File: config.mk
export PLATFORM = sky130hd
export DESIGN_NAME = cmov_seq_ctrl_flat
export DESIGN_NICKNAME = d
export VERILOG_FILES = /design/src/rtl/cmov_seq_ctrl_if.sv /design/src/rtl/cmov_seq_ctrl.sv /design/src/flat_wrapper.sv
export SDC_FILE = /design/constraint.sdc
export NUM_CORES = 1
export LEC_CHECK = 0
export CELL_PAD_IN_SITES_DETAIL_PLACEMENT = 2
export CELL_PAD_IN_SITES_GLOBAL_PLACEMENT = 2
export CORE_UTILIZATION = 35
export DETAILED_ROUTE_END_ITERATION = 10
export PLACE_DENSITY = 0.9
export SLEW_MARGIN = 20
export SYNTH_ARGS = -nofsm -noshare
export SYNTH_HDL_FRONTEND = slang
export SYNTH_SLANG_ARGS = --single-unit
File: constraint.sdc
create_clock -name clk -period 4 [get_ports clk]
set_input_delay 0.8 -clock clk [delete_from_list [all_inputs] [get_ports clk]]
set_output_delay 0.8 -clock clk [all_outputs]
set_load 0.02 [all_outputs]
File: src/rtl/cmov_seq_ctrl_if.sv
// Decode-side request/status and register-file port of the MOVE/CMOV sequencer.
// The master side is the decode stage plus the register file; the sequencer is the slave.
interface cmov_seq_ctrl_if #(
  parameter int DATA_W = 32,
  parameter int ADDR_W = 5
);
  logic              start;
  logic [5:0]        opcode;
  logic [ADDR_W-1:0] rs_addr;
  logic [ADDR_W-1:0] rt_addr;
  logic [ADDR_W-1:0] rd_addr;
  logic [ADDR_W-1:0] rf_raddr;
  logic [DATA_W-1:0] rf_rdata;
  logic              rf_we;
  logic [ADDR_W-1:0] rf_waddr;
  logic [DATA_W-1:0] rf_wdata;
  logic              busy;
  logic              done;
  logic              taken;
  logic              illegal;

  modport master (
    output start, opcode, rs_addr, rt_addr, rd_addr, rf_rdata,
    input  rf_raddr, rf_we, rf_waddr, rf_wdata, busy, done, taken, illegal
  );

  modport slave (
    input  start, opcode, rs_addr, rt_addr, rd_addr, rf_rdata,
    output rf_raddr, rf_we, rf_waddr, rf_wdata, busy, done, taken, illegal
  );
endinterface

File: src/rtl/cmov_seq_ctrl.sv
// MOVE/CMOV sequencer: reads rs then rt over one RF read port, writes rs to rd if the condition holds.
// Optional CMOV_FAST_MOVE_EN: MOVE skips the rt read and completes one cycle earlier.
module cmov_seq_ctrl #(
  parameter int         DATA_W  = 32,
  parameter int         ADDR_W  = 5,
  parameter logic [5:0] OP_MOVE = 6'b110000,
  parameter logic [5:0] OP_CMOV = 6'b110001
) (
  input  logic           clk,
  input  logic           rst_n,
  cmov_seq_ctrl_if.slave bus
);

  typedef enum logic [2:0] {
    IDLE  = 3'd0,
    RD_RS = 3'd1,
    RD_RT = 3'd2,
    EVAL  = 3'd3,
    WB    = 3'd4
  } state_t;

  state_t            state;
  logic              is_cmov;
  logic [ADDR_W-1:0] rt_q;
  logic [ADDR_W-1:0] rd_q;
  logic [DATA_W-1:0] rs_val;

  logic              busy_q, done_q, taken_q, illegal_q, we_q;
  logic [ADDR_W-1:0] raddr_q, waddr_q;
  logic [DATA_W-1:0] wdata_q;

  logic              op_legal;
  logic              rs_lt_rt;
  logic              fast_move;
  logic              cond;
  logic [DATA_W-1:0] rs_eval;

  assign op_legal = (bus.opcode == OP_MOVE) || (bus.opcode == OP_CMOV);

  // rt data is consumed straight off the read port in EVAL rather than parked in a register.
  assign rs_lt_rt = $signed(rs_val) < $signed(bus.rf_rdata);

`ifdef CMOV_FAST_MOVE_EN
  assign fast_move = ~is_cmov;
`else
  assign fast_move = 1'b0;
`endif

  // On the fast MOVE path the rs data arrives in EVAL, so it bypasses rs_val.
  assign rs_eval = fast_move ? bus.rf_rdata : rs_val;
  assign cond    = ~is_cmov | rs_lt_rt;

  always_ff @(posedge clk or negedge rst_n) begin
    if (!rst_n) begin
      state     <= IDLE;
      is_cmov   <= 1'b0;
      rt_q      <= '0;
      rd_q      <= '0;
      rs_val    <= '0;
      busy_q    <= 1'b0;
      done_q    <= 1'b0;
      taken_q   <= 1'b0;
      illegal_q <= 1'b0;
      we_q      <= 1'b0;
      raddr_q   <= '0;
      waddr_q   <= '0;
      wdata_q   <= '0;
    end else begin
      case (state)
        IDLE: begin
          if (bus.start) begin
            busy_q <= 1'b1;
            if (op_legal) begin
              is_cmov <= (bus.opcode == OP_CMOV);
              rt_q    <= bus.rt_addr;
              rd_q    <= bus.rd_addr;
              raddr_q <= bus.rs_addr;
              state   <= RD_RS;
            end else begin
              // Illegal opcode: complete at once with no register traffic.
              done_q    <= 1'b1;
              illegal_q <= 1'b1;
              taken_q   <= 1'b0;
              we_q      <= 1'b0;
              waddr_q   <= '0;
              wdata_q   <= '0;
              state     <= WB;
            end
          end
        end

        RD_RS: begin
          if (fast_move) begin
            raddr_q <= '0;
            state   <= EVAL;
          end else begin
            raddr_q <= rt_q;
            state   <= RD_RT;
          end
        end

        RD_RT: begin
          rs_val  <= bus.rf_rdata;
          raddr_q <= '0;
          state   <= EVAL;
        end

        EVAL: begin
          rs_val    <= rs_eval;
          done_q    <= 1'b1;
          taken_q   <= cond;
          illegal_q <= 1'b0;
          we_q      <= cond;
          waddr_q   <= rd_q;
          wdata_q   <= rs_eval;
          state     <= WB;
        end

        WB: begin
          busy_q    <= 1'b0;
          done_q    <= 1'b0;
          taken_q   <= 1'b0;
          illegal_q <= 1'b0;
          we_q      <= 1'b0;
          waddr_q   <= '0;
          wdata_q   <= '0;
          state     <= IDLE;
        end

        default: begin
          busy_q    <= 1'b0;
          done_q    <= 1'b0;
          taken_q   <= 1'b0;
          illegal_q <= 1'b0;
          we_q      <= 1'b0;
          raddr_q   <= '0;
          waddr_q   <= '0;
          wdata_q   <= '0;
          state     <= IDLE;
        end
      endcase
    end
  end

  assign bus.busy     = busy_q;
  assign bus.done     = done_q;
  assign bus.taken    = taken_q;
  assign bus.illegal  = illegal_q;
  assign bus.rf_we    = we_q;
  assign bus.rf_raddr = raddr_q;
  assign bus.rf_waddr = waddr_q;
  assign bus.rf_wdata = wdata_q;

endmodule
File: src/flat_wrapper.sv
// flat-port wrapper written by rule: the top's interface ports become plain ports
module cmov_seq_ctrl_flat 
#(
  parameter int         DATA_W  = 32,
  parameter int         ADDR_W  = 5,
  parameter logic [5:0] OP_MOVE = 6'b110000,
  parameter logic [5:0] OP_CMOV = 6'b110001
)
  (clk, rst_n, bus_start, bus_opcode, bus_rs_addr, bus_rt_addr, bus_rd_addr, bus_rf_rdata, bus_rf_raddr, bus_rf_we, bus_rf_waddr, bus_rf_wdata, bus_busy, bus_done, bus_taken, bus_illegal);
  cmov_seq_ctrl_if #(.DATA_W(DATA_W), .ADDR_W(ADDR_W)) bus_i ();
  input  logic clk;
  input  logic rst_n;
  input wire logic [$bits(bus_i.start)-1:0] bus_start;
  input wire logic [$bits(bus_i.opcode)-1:0] bus_opcode;
  input wire logic [$bits(bus_i.rs_addr)-1:0] bus_rs_addr;
  input wire logic [$bits(bus_i.rt_addr)-1:0] bus_rt_addr;
  input wire logic [$bits(bus_i.rd_addr)-1:0] bus_rd_addr;
  input wire logic [$bits(bus_i.rf_rdata)-1:0] bus_rf_rdata;
  output wire logic [$bits(bus_i.rf_raddr)-1:0] bus_rf_raddr;
  output wire logic [$bits(bus_i.rf_we)-1:0] bus_rf_we;
  output wire logic [$bits(bus_i.rf_waddr)-1:0] bus_rf_waddr;
  output wire logic [$bits(bus_i.rf_wdata)-1:0] bus_rf_wdata;
  output wire logic [$bits(bus_i.busy)-1:0] bus_busy;
  output wire logic [$bits(bus_i.done)-1:0] bus_done;
  output wire logic [$bits(bus_i.taken)-1:0] bus_taken;
  output wire logic [$bits(bus_i.illegal)-1:0] bus_illegal;
  assign bus_i.start = bus_start;
  assign bus_i.opcode = bus_opcode;
  assign bus_i.rs_addr = bus_rs_addr;
  assign bus_i.rt_addr = bus_rt_addr;
  assign bus_i.rd_addr = bus_rd_addr;
  assign bus_i.rf_rdata = bus_rf_rdata;
  assign bus_rf_raddr = bus_i.rf_raddr;
  assign bus_rf_we = bus_i.rf_we;
  assign bus_rf_waddr = bus_i.rf_waddr;
  assign bus_rf_wdata = bus_i.rf_wdata;
  assign bus_busy = bus_i.busy;
  assign bus_done = bus_i.done;
  assign bus_taken = bus_i.taken;
  assign bus_illegal = bus_i.illegal;
  cmov_seq_ctrl #(.DATA_W(DATA_W), .ADDR_W(ADDR_W), .OP_MOVE(OP_MOVE), .OP_CMOV(OP_CMOV)) u_core (.clk(clk), .rst_n(rst_n), .bus(bus_i));
endmodule
; ---- Yosys cells after proc, flatten, opt, wreduce, memory -nomap -nowiden
; Index checks and enable logic that the tools add are counted.
[op_classes]
magnitude_cmp = 1
n_eq_ne = 9
muxes = 21
bitwise = 5
n_reduce_logical = 9
[ops]
columns = op, n
row1 = 32-bit case mux with 3 select lines, 1
row2 = 32-bit two-way mux, 2
row3 = 32-bit < comparator, 1
row4 = 5-bit case mux with 3 select lines, 2
row5 = 5-bit two-way mux, 4
row6 = 6-bit == test (second input constant), 2
row7 = 3-bit case mux with 4 select lines, 1
row8 = 3-bit AND reduction, 3
row9 = 3-bit by 2-bit == test with 1-bit output (second input constant), 2
row10 = 3-bit two-way mux, 2
row11 = 1-bit case mux with 3 select lines, 2
row12 = 1-bit two-way mux, 5
row13 = 2-bit inequality test (second input constant), 2
row14 = 1-bit inverter, 4
row15 = 1-bit case mux with 2 select lines, 2
row16 = 2-bit OR reduction, 2
row17 = 3-bit by 1-bit == test with 1-bit output (second input constant), 1
row18 = 3-bit == test (second input constant), 1
row19 = 3-bit zero test, 1
row20 = 3-bit OR reduction, 1
row21 = 2-bit by 1-bit inequality test with 1-bit output (second input constant), 1
row22 = 2-bit AND reduction, 1
row23 = 1-bit logical OR, 1
row24 = 1-bit OR, 1
[word_totals]
reg_bits = 92
input_bits = 56
output_inout_bits = 47
word_cells = 57

; ---- Longest topological paths before layout
[logic_depth]
ltp_word = 5
ltp_mapped = 8
mapped_depth_nobuf = 8

; ---- Least setup slack after synthesis
; Ideal clock, no wire load.
[synth_path]
kind = input port to flip-flop
start = input port bus_opcode[1]
end = register u_core.taken_q (netlist: u_core.bus.taken)
setup_time_ns = 0.073
arrival_time_ns = 2.146
required_ns = 3.927
slack_ns = 1.781
cell_stages = 6
path_buffers = 1
cell_sequence = or4_4 -> a311oi_4 -> buf_6 -> a21oi_1 -> a21oi_1 -> nor2b_1
[synth_via]
elab_chain_len = 4
elab_cells_between_ends = 5
classes_between = eq/ne: 3 / reduce/logical: 2
[synth_rtl]
columns = item, line
row1 = start: declaration, flat_wrapper.sv:14  ; input wire logic [$bits(bus_i.opcode)-1:0] bus_opcode;
row2 = 6-bit == test, cmov_seq_ctrl.sv:38  ; assign op_legal = (bus.opcode == OP_MOVE) || (bus.opcode == OP_CMOV);
row3 = 1-bit logical OR (*), cmov_seq_ctrl.sv:38
row4 = 2-bit inequality test (no line) (*), -
row5 = 3-bit AND reduction (no line) (*), -
row6 = end signal: assignment, cmov_seq_ctrl.sv:111  ; taken_q <= cond;
row7 = end: declaration, cmov_seq_ctrl.sv:28  ; logic busy_q, done_q, taken_q, illegal_q, we_q;
; Every way passes the cells marked *; elsewhere a longest branch is shown, timed or not.
; A chain may end at the register's enable or synchronous reset.

; ---- Worst setup path in the final report
[layout_path]
start = input port bus_rf_rdata[2]
end = register u_core.taken_q (netlist: u_core.bus.taken)
[layout_via]
elab_chain_len = 3
[layout_rtl]
columns = item, line
row1 = start: declaration, flat_wrapper.sv:18  ; input wire logic [$bits(bus_i.rf_rdata)-1:0] bus_rf_rdata;
row2 = 32-bit < comparator, cmov_seq_ctrl.sv:41  ; assign rs_lt_rt = $signed(rs_val) < $signed(bus.rf_rdata);
row3 = 1-bit OR, cmov_seq_ctrl.sv:51  ; assign cond = ~is_cmov | rs_lt_rt;
row4 = 1-bit case mux with 3 select lines, cmov_seq_ctrl.sv:69  ; case (state)
; No other way between the ends.

==> results.ini <==
[power_and_ir_drop]
p_leak_nw = 2.63
power_density_mw_per_mm2 = 623
ir_drop_mv = 0.266

[setup_path]
setup.worst_path.end = u_core.bus.taken
end_kind = flip-flop
critPathLaunch = bus_rf_rdata[2]
cp.arrival_ps = 2960
worstRegToRegCells = 3
critPathRequiredTime_ps = 4270
reg2reg_to = u_core.rt_q[0]
rrSetupSlack_ps = 1430
start_kind = input pin
crit_fanout = 2
r2r-start = u_core.state[2]
path_class = input pin to flip-flop

[synthesis]
synth_top_family_by_area = compound AO/OA/AOI/OAI gates
ys_ff_latch = 92
syn_nets = 435
muxShareOfSynthArea_pct = 11.3
netlist_instances = 348
yosysSeqAreaShare_pct = 54.0
synth_adder_area_share_pct = 9.09
synthDistinctLibCells = 39
synth_area_sq_mm = 0.00427
synth_compound_area_share_pct = 15.0
synth_area_per_cell_sq_um = 12.3
synth-simple-area-share_pct = 5.81
synth-xor-area-share_pct = 0
ys.warnings.count = 0

[global_route]
grt.met1_usage_pct = 23.8
grtUsageTotal_pct = 20.4
grt_use_met3_pct = 3.46
grt_pass1_wl_um = 19400
grt_overflow_total = 0
grt_pass1_vias = 3628
grt_max_degree = 68
antenna_found_initial = 0
met2_usage_pct = 36.8
busiest_layer = met2

[placed_design]
placedCellCount = 583
portBuffers = 102
dp_hpwl_um = 8640
dp_slack_ps = 910
place.gp.congestion = 0.746

[detailed_routing]
viasPerCell = 5.36
drtPass1Iterations = 5
first_iter_violations = 94
wl_per_cell_um = 19.8
drcViolationCount = 0
ant_nets = 0
vias = 3205
routed_wl_um = 11900

[timing]
skew_ps = 6.36
fin_crit_sh_pct = 67.2
fin_crit_ps = 2690
setup_ws_ps = 1310
worst_hold_slack_ps = 491
worstMarginPinSlew_ps = 899
setup-violations-final = 0
slew_headroom_pct = 39.6
finalHoldViolCount = 0
grt_setup_unrepaired = no
fin_tns_setup_ps = 0
maxClockFrequency_ghz = 0.372
finalMaxSlewViolations = 0

[clock_network]
clock_sinks = 92
cts_htree_levels = 3
insertion_delay_ps = 340
cts_buffers = 9
cts_resized = 0
hold_buffers = 0
post-cts-setup-buffers = 0
cts.path.max_buffers = 2
cts-root-buf = clkbuf_16
cts_tree = yes
path_clk_slew_ps = 60

[die]
die_w_um = 112
placementRows = 39
pin_count = 103
die_y_um = 112
die_area_sq_mm = 0.0126
core_sq_mm = 0.0117
initial_core_util_pct = 36.6

[cells_and_area]
fill_cells = 1179
nets = 538
final_cells = 598
area_growth_syn_to_layout_pct = 33.4
final_common_cell = clkdlybuf4s50_1
antennaDiodeCount = 0
final_cell_mix = 101 x clkdlybuf4s50_1, 92 x dfrtp_1, 43 x mux2_2
drive_above_1_share_pct = 14.7

[flow_run]
max_cap_viol_count = 0

[min_path]
holdCritPathClass = flip-flop to flip-flop

[run_status]
status = finished, final reports clean

layer usage:
| metal | part of all wire (%) | vias to the layer above |
|---|---|---|
| li1 | - | 1466 |
| met3 | 3.5 | 16 |
| met2 | 53 | 84 |
| met4 | 2.1 | 0 |
| met5 | 0 | - |
| met1 | 41 | 1639 |
synthesized netlist by cell type:
master / n / share of area (%)
dfrtp_1: 92 / 54
mux2_2: 43 / 11
a22o_1: 37 / 7.6
inv_1: 33 / 2.9
ha_1: 31 / 9.1
nand2_1: 19 / 1.7
a21oi_1: 18 / 2.1
o21ai_0: 10 / 1.2
buf_2: 8 / 0.94
clkbuf_1: 6 / 0.53
nand4_1: 6 / 0.88
a22oi_1: 5 / 0.88
nor2_1: 4 / 0.35
a21o_1: 3 / 0.53
nand3_1: 3 / 0.35
nor2b_1: 3 / 0.44
nor3_1: 3 / 0.35
a31oi_1: 2 / 0.29
nor3b_1: 2 / 0.35
a211o_1: 1 / 0.21
a211oi_1: 1 / 0.18
a221oi_1: 1 / 0.21
a2bb2oi_1: 1 / 0.21
a311o_1: 1 / 0.23
a311oi_4: 1 / 0.62
and2_1: 1 / 0.15
and4_1: 1 / 0.21
buf_4: 1 / 0.18
buf_6: 1 / 0.26
nand2b_1: 1 / 0.15
nand3b_1: 1 / 0.18
nor4_1: 1 / 0.15
o2111ai_1: 1 / 0.21
o21a_1: 1 / 0.18
o221ai_1: 1 / 0.21
o31ai_1: 1 / 0.18
or2_2: 1 / 0.15
or4_1: 1 / 0.18
or4_4: 1 / 0.26
flip-flops by register name, indices dropped and copies added (netlist names):
name	count
u_core.is_cmov	1
u_core.state	3
u_core.bus.busy	1
u_core.bus.rf_waddr	5
u_core.rd_q	5
u_core.bus.rf_raddr	5
u_core.bus.rf_wdata	32
u_core.rt_q	5
u_core.bus.done	1
u_core.rs_eval	32
u_core.bus.taken	1
u_core.bus.illegal	1
report_power, final:
group,internal (mW),leakage (nW),switching (mW)
Combinational,0.642,1.32,0.675
Clock,0.416,0.126,0.350
Sequential,1.22,1.19,0.243
Total,2.28,2.63,1.27
logic make-up (layout without fill, tap and decap cells):
family	Yosys count	in the layout
and+or+nand+nor	48	48
buffers and inverters	49	156
DFF	92	92
adders and majority gates	31	31
AOI/OAI and AO/OA	85	85
muxes	43	43
metrics by stage:
stage | utilization (%) | area, sq um | total power, mW
final | 48.8 | 5690 | 3.54
after global placement | 46.6 | 5440 | 2.68
after floorplan | - | 4270 | 2.25
after global routing | 48.8 | 5690 | 3.78
after CTS | 48.8 | 5690 | 3.61
after detailed placement | 46.6 | 5440 | 2.81
cell type report:
cell class	count	area, sq um	share of cell area (%)
clock buffers	12	236	4.15
clock inverters	3	15.0	0.264
inverters	33	124	2.18
multi-input cells	207	1770	31.1
flip-flops and latches	92	2300	40.4
well taps	143	179	3.14
repair buffers	108	1060	18.7
critical path: stages:
cell             delay [ps]
clkdlybuf4s50_1         490
inv_1                    60
ha_1                    310
a211o_1                 310
a31oi_1                 210
o221ai_1                160
a211oi_1                380
o31ai_1                 140
nor2b_1                 110
how the worst min path moves through the flow:
| stage | start | endpoint | slack (ps) | depth (start not counted) |
|---|---|---|---|---|
| after floorplan | u_core.rd_q[0] | u_core.bus.rf_waddr[0] | 460 | 1 |
| after global placement | u_core.rd_q[2] | u_core.bus.rf_waddr[2] | 470 | 1 |
| after detailed placement | u_core.bus.rf_raddr[3] | u_core.bus.rf_raddr[3] | 480 | 2 |
| after CTS | u_core.bus.rf_raddr[3] | u_core.bus.rf_raddr[3] | 490 | 2 |
| after global routing | u_core.bus.rf_wdata[18] | u_core.bus.rf_wdata[18] | 520 | 1 |
| final | u_core.bus.rf_raddr[3] | u_core.bus.rf_raddr[3] | 490 | 2 |
No activity file was read; power rests on OpenSTA's default activity.
